### config.mk
export PLATFORM = sky130hd
export DESIGN_NAME = binarize_pack
export DESIGN_NICKNAME = d
export VERILOG_FILES = /design/src/rtl/binarize_pack.sv
export SDC_FILE = /design/constraint.sdc
export NUM_CORES = 2
export LEC_CHECK = 0
export BUFFER_PORTS_ARGS = -buffer_cell sky130_fd_sc_hd__buf_2
export CORE_ASPECT_RATIO = 1.2
export CORE_UTILIZATION = 46
export DETAILED_ROUTE_END_ITERATION = 12
export PLACE_DENSITY = 0.66
export SLEW_MARGIN = 20
export SYNTH_ARGS = -nofsm -noshare
export SYNTH_HDL_FRONTEND = slang
export SYNTH_SLANG_ARGS = --single-unit
### constraint.sdc
create_clock -name clk -period 3.25 [get_ports clk]
set_clock_uncertainty 0.05 [all_clocks]
set_input_delay 0.65 -clock clk [delete_from_list [all_inputs] [get_ports clk]]
set_output_delay 0.65 -clock clk [all_outputs]
set_load 0.005 [all_outputs]
### src/rtl/binarize_pack.sv
// rtl/binarize_pack.sv - threshold binarization and bit packing into activation vectors
module binarize_pack #(
    parameter int pop_size    = 576,
    parameter int result_size = 10,
    parameter int count_size  = $clog2(pop_size + 1)
) (
    input  logic                   clk,
    input  logic                   rst,
    input  logic                   in_valid,
    output logic                   in_ready,
    input  logic [result_size-1:0] in_pop,
    input  logic [result_size-1:0] in_th,
    input  logic                   in_neg,
    input  logic                   in_last,
    output logic                   out_valid,
    input  logic                   out_ready,
    output logic [pop_size-1:0]    out_act,
    output logic [count_size-1:0]  out_count
);

    localparam int ptr_w = (pop_size > 1) ? $clog2(pop_size) : 1;
    localparam logic [ptr_w-1:0] ptr_last = ptr_w'(pop_size - 1);

    localparam logic [0:0] S_EMPTY = 1'b0;
    localparam logic [0:0] S_FULL  = 1'b1;

    logic [0:0]            state_q, state_d;
    logic [ptr_w-1:0]      ptr_q, ptr_d;
    logic [pop_size-1:0]   fill_q, fill_d;
    logic [pop_size-1:0]   act_q, act_d;
    logic [count_size-1:0] count_q, count_d;

    logic                  accept;
    logic                  act_bit;
    logic                  complete;
    logic [pop_size-1:0]   fill_new;

    assign in_ready  = (state_q == S_EMPTY) | out_ready;
    assign out_valid = (state_q == S_FULL);
    assign out_act   = act_q;
    assign out_count = count_q;

    always_comb begin
        accept   = in_valid & in_ready;
        // A negative folded scale flips the sense of the threshold compare.
        act_bit  = in_neg ? (in_pop < in_th) : (in_pop >= in_th);
        fill_new = fill_q;
        fill_new[ptr_q] = act_bit;
        complete = accept & ((ptr_q == ptr_last) | in_last);
    end

    always_comb begin
        ptr_d   = ptr_q;
        fill_d  = fill_q;
        act_d   = act_q;
        count_d = count_q;
        if (complete) begin
            act_d   = fill_new;
            count_d = count_size'(ptr_q) + count_size'(1);
            ptr_d   = '0;
            fill_d  = '0;
        end else if (accept) begin
            fill_d = fill_new;
            ptr_d  = ptr_q + ptr_w'(1);
        end
    end

    always_comb begin
        state_d = state_q;
        case (state_q)
            S_EMPTY: if (complete) state_d = S_FULL;
            S_FULL:  if (out_ready && !complete) state_d = S_EMPTY;
            default: state_d = S_EMPTY;
        endcase
    end

    always_ff @(posedge clk) begin
        if (rst) begin
            state_q <= S_EMPTY;
            ptr_q   <= '0;
            fill_q  <= '0;
            act_q   <= '0;
            count_q <= '0;
        end else begin
            state_q <= state_d;
            ptr_q   <= ptr_d;
            fill_q  <= fill_d;
            act_q   <= act_d;
            count_q <= count_d;
        end
    end

endmodule

# Yosys cells after proc, flatten, opt, wreduce, memory -nomap -nowiden
# Cells that the tools add are included.
dict set report word_totals {
  reg_bits 1173
  latchBits 0
  mem_bits_rw 0
  rom_bits 0
  in_bits 26
  output_inout_bits 588
  wordCells 27
  memories 0
}
dict set report classes {
  addsub 1
  multipliers 0
  div 0
  order_cmp 4
  eq_ne 1
  shifts 0
  n_mux 7
  bitwise 5
  reduce_logical 4
}
# operator n
set ops {}
lappend ops {{$bwmux 576} 1}
lappend ops {{$lt 10x11->1 const B} 1}
lappend ops {{$add 10x1->10 const B} 1}
lappend ops {{$demux 1 s10} 1}
lappend ops {{$eq 10x10->1 const B} 1}
lappend ops {{$ge 10x1->1 const B} 1}
lappend ops {{$ge 10x10->1} 1}
lappend ops {{$lt 10x10->1} 1}
lappend ops {{$mux 1} 4}
lappend ops {{$and 1x1->1} 2}
lappend ops {{$logic_and 1x1->1} 2}
lappend ops {{$or 1x1->1} 2}
lappend ops {{$pmux 1 s2} 1}
lappend ops {{$reduce_or 2->1} 1}
lappend ops {{$logic_not 1->1} 1}
lappend ops {{$not 1->1} 1}

# Depth between registers and ports, before layout
dict set report logic_depth {
  word_depth 8
  ltp_mapped 11
  depth_no_buf 7
}

# Worst setup path after synthesis
# Ideal clock, no wire load.
dict set report synth_path {
  path_kind {in2reg}
  from {input in_th[3]}
  to {register act_q[537], in the netlist out_act[537]}
  setup_time_ps 122
  arrival_ps 2709
  t_required_ps 3078
  setup_slack_ps 369
  stages 9
  n_path_buf 2
  cell_sequence {inv_1 -> ha_1 -> a21oi_1 -> o21ai_0 -> a2111oi_2 -> mux2i_2 -> buf_6 -> buf_2 -> o21ai_1}
}
dict set report synth_between {
  elab_chain_len 3
  elab_cells_between_ends 4
  cone_classes {2 x order compare; 2 x mux}
}
# item line_no
set synth_rtl {}
lappend synth_rtl {{start: declaration} 12} ;# input logic [result_size-1:0] in_th,
lappend synth_rtl {{$ge 10x10->1 / $lt 10x10->1 (equally long branches)} 46} ;# act_bit = in_neg ? (in_pop < in_th) : (in_pop >= in_th);
lappend synth_rtl {{$mux 1 *} 46}
lappend synth_rtl {{$bwmux 576 *} 48} ;# fill_new[ptr_q] = act_bit;
lappend synth_rtl {{end signal: assignment} 88} ;# act_q <= act_d;
lappend synth_rtl {{end: declaration} 30} ;# logic [pop_size-1:0] act_q, act_d;
# Every way passes the cells marked *; elsewhere a longest branch is shown, timed or not.
# A chain may end at the register's enable or synchronous reset.

# Worst setup path after layout
dict set report layout_path {
  from {register ptr_q[0]}
  to {register act_q[165], in the netlist out_act[165]}
}
dict set report layout_between {
  elab_chain_len 5
  elab_cells_between_ends 9
  cone_classes {2 x order compare; 1 x eq/ne; 3 x mux; 2 x bitwise; 1 x reduce/logical}
}
# item line_no
set layout_rtl {}
lappend layout_rtl {{start: declaration} 28} ;# logic [ptr_w-1:0] ptr_q, ptr_d;
lappend layout_rtl {{start signal: assignment} 86} ;# ptr_q <= ptr_d;
lappend layout_rtl {{$lt 10x11->1 (implied by the code) / $ge 10x1->1 (equally long branches)} 48}
lappend layout_rtl {{$logic_and 1x1->1 (implied by the code)} 48}
lappend layout_rtl {{$mux 1 (implied by the code)} 48}
lappend layout_rtl {{$demux 1 s10} 48}
lappend layout_rtl {{$bwmux 576} 48}
# Several ways; a longest one is shown, not always the timed one.

==> impl_metrics.tcl <==
set metrics [dict create \
    gpl.final_weighted_congestion 0.838 \
    drt_wl_total_um 168000 \
    fp.coreArea_um2 98200 \
    die-height_um 347 \
    synth_warnings 0 \
    grt_max_degree 115 \
    gr-max-usage-layer "met2" \
    ctsRootBufferMaster "clkbuf_16" \
    required_time_at_the_endpoint_of_the_critical_path_ns 3.84 \
    met1_usage 0.451 \
    drt-pass1-iter-count 6 \
    finalSetupViolCount 0 \
    end_kind "flop" \
    grt.total_usage 0.319 \
    multi_input_comb_area_um2 19900 \
    area_delta_synth_final_pct 19.4 \
    final.min_clock_period_ns 3.14 \
    synth-seq-area-share 0.516 \
    crit_fanout 81 \
    syn_area_per_cell_um2 8.45 \
    port_buffers 613 \
    use_met3 0.0463 \
    crit_path_arrival_time_ns 3.73 \
    most-common-layout-cells "1,173 x dfxtp_1, 1,164 x nand2_1, 615 x o21ai_0" \
    final_hold_viol_count 0 \
    ys_dominant_reg_cell "dfxtp_1" \
    postSynth.asyncResetShare 0 \
    maxSlewViolCount 0 \
    cts_tree "yes" \
    post_synth_inst_count 5384 \
    ioPinCount 614 \
    insertion_delay_ns 0.71 \
    total_standard_cell_area_after_synthesis_um2 45500 \
    power.density_nw_per_um2 545 \
    worstHoldPathType "input pin to flop" \
    grt_setup_unrepaired "no" \
    num_rows 126 \
    drv_cap 0 \
    max-clock-path-buffers 3 \
    worst-setup-path-type "flop to flop" \
    outcome "finished clean" \
    detail_route.iter0.violations 5178 \
    hpwl_um 103000 \
    instance_count_after_placement_with_tap_cells_included 6942 \
    cts_hold_buffers 0 \
    num-nets-final 5817 \
    die_width_um 289 \
    netlist-cell-type-count 47 \
    max_slew_headroom_at_the_worst_pin 0.411 \
    nFillCells 8766 \
    initial_antenna_violation_count 0 \
    synth-seq-cells 1173 \
    grt_pass1_vias 38500 \
    leakagePower_nw 18.6 \
    irDropWorstVdd_v 0.000512 \
    place_ws_ns -0.118 \
    postLayoutSetupSlackWorst_ns 0.111 \
    initial_util 0.463 \
    synth_nets 5424 \
    cts_setup_buffers 0 \
    routed-via-count 43700 \
    drt.antenna.violating_nets 0 \
    final_min_period_over_clock_period 0.966 \
    layout-drive-gt1-share 0.186 \
    first_pass_grt_wire_length_um 245000 \
    mostFrequentLayoutCell "dfxtp_1" \
    htreeDepth 3 \
    cts.repair.resized 0 \
    worst_setup_path_start_kind "flop" \
    worst_setup_hold_path_clk_slew_ns 0.07 \
    gr-usage-met2 0.481 \
    wl_per_cell_um 23.4 \
    area.sequential_um2 23500 \
    fmax_ghz 0.319 \
    finish.cell_count_without_fillers 7150 \
    cts_num_sinks 1173 \
    timing_worst_slew_pin_value_ns 0.881 \
    viasPerCell 6.11 \
    synth_enable_flop_cells 0 \
    design.die.area_um2 100000 \
    grt.overflow.total 0 \
    post_route_drc 0 \
    cts-buffers-inserted 113 \
]
-- per-layer routing --
| metal | up-vias | wire length (um) |
|---|---|---|
| met5 | - | 0 |
| met4 | 0 | 7190 |
| met3 | 285 | 15000 |
| met2 | 2151 | 73600 |
| met1 | 20800 | 71700 |
| li1 | 20400 | - |
-- Yosys cell counts (3+ instances only) --
master	n	area, um2
dfxtp_1	1173	23500
nand2_1	1164	4370
o21ai_0	615	3080
nand3_1	580	2900
a32oi_1	576	5040
o21ai_1	539	2700
clkbuf_1	367	1380
buf_2	94	470
nor2_1	63	236
buf_6	57	642
buf_1	20	75.1
inv_1	17	63.8
nor4_2	16	200
ha_1	14	175
xor2_1	11	96.3
a22o_1	9	78.8
nand2b_1	9	56.3
a21oi_1	6	30.0
a211oi_1	4	30.0
and3_1	4	25.0
nand4_1	4	25.0
xnor2_1	4	35.0
nor3_1	3	15.0
or3_1	3	18.8
-- flip-flops by register name, summed over array words and instances (netlist names) --
name	cells
fill_q	576
out_act	576
out_count	10
out_valid	1
ptr_q	10
-- kinds of logic after synthesis --
group                      Yosys count  synth area share
and+or+nand+nor                   1864             0.176
AOI/OAI and AO/OA                 1760             0.243
DFF                               1173             0.516
buffers and inverters              556            0.0579
xor gates and xnor gates            15           0.00289
adders and majority gates           14           0.00385
muxes                                2          0.000605
-- final cells by class --
class | instances | share of cell area
clock buffer | 167 | 0.0624
tap | 1280 | 0.0295
inverter | 17 | 0.00117
sequential | 1173 | 0.432
timing repair buffer | 817 | 0.0976
multi-input combinational | 3655 | 0.366
antenna | 1 | 0.0000461
clock inverter | 40 | 0.0107
-- final timing paths --
path / endpoint / slack (ns) / depth (start not counted) / from
setup / recovery: out_act[165]$_SDFFE_PP0P_ / 0.11 / 8 / ptr_q[0]$_SDFFE_PP0P_
hold / removal: out_valid$_SDFF_PP0_ / 0.09 / 2 / rst
setup reg to reg: out_act[165]$_SDFFE_PP0P_ / 0.11 / 8 / ptr_q[0]$_SDFFE_PP0P_
hold reg to reg: fill_q[575]$_SDFFE_PP0P_ / 0.41 / 1 / fill_q[575]$_SDFFE_PP0P_
-- report_power, final --
| group | internal (mW) | leakage [nW] | switching [mW] |
|---|---|---|---|
| clock | 8.11 | 1.96 | 5.88 |
| combinational | 0.275 | 7.25 | 0.920 |
| sequential | 14.4 | 9.44 | 0.00936 |
-- critical path, stage by stage (launching register included) --
cell     delay, ns
dfxtp_1       0.46
ha_1          0.39
nand4_1       0.26
or3_1         0.55
a21oi_4       0.30
buf_12        0.26
buf_12        0.37
a32oi_1       0.19
o21ai_1       0.11
-- stage by stage --
| stage | instance area [um2] | TNS (ns) | utilization | hold slack (ns) | power, mW |
|---|---|---|---|---|---|
| floorplan | 45500 | 0 | - | 0.380 | 15.4 |
| global placement | 50300 | -10.39 | 0.513 | 0.393 | 15.9 |
| detailed placement | 50300 | -44.61 | 0.513 | 0.399 | 15.9 |
| CTS | 54300 | 0 | 0.553 | 0.0516 | 29.7 |
| global route | 54300 | 0 | 0.553 | 0.0812 | 30.4 |
| finish | 54300 | 0 | 0.553 | 0.0903 | 29.6 |
Power figures use the tool's default switching activity.
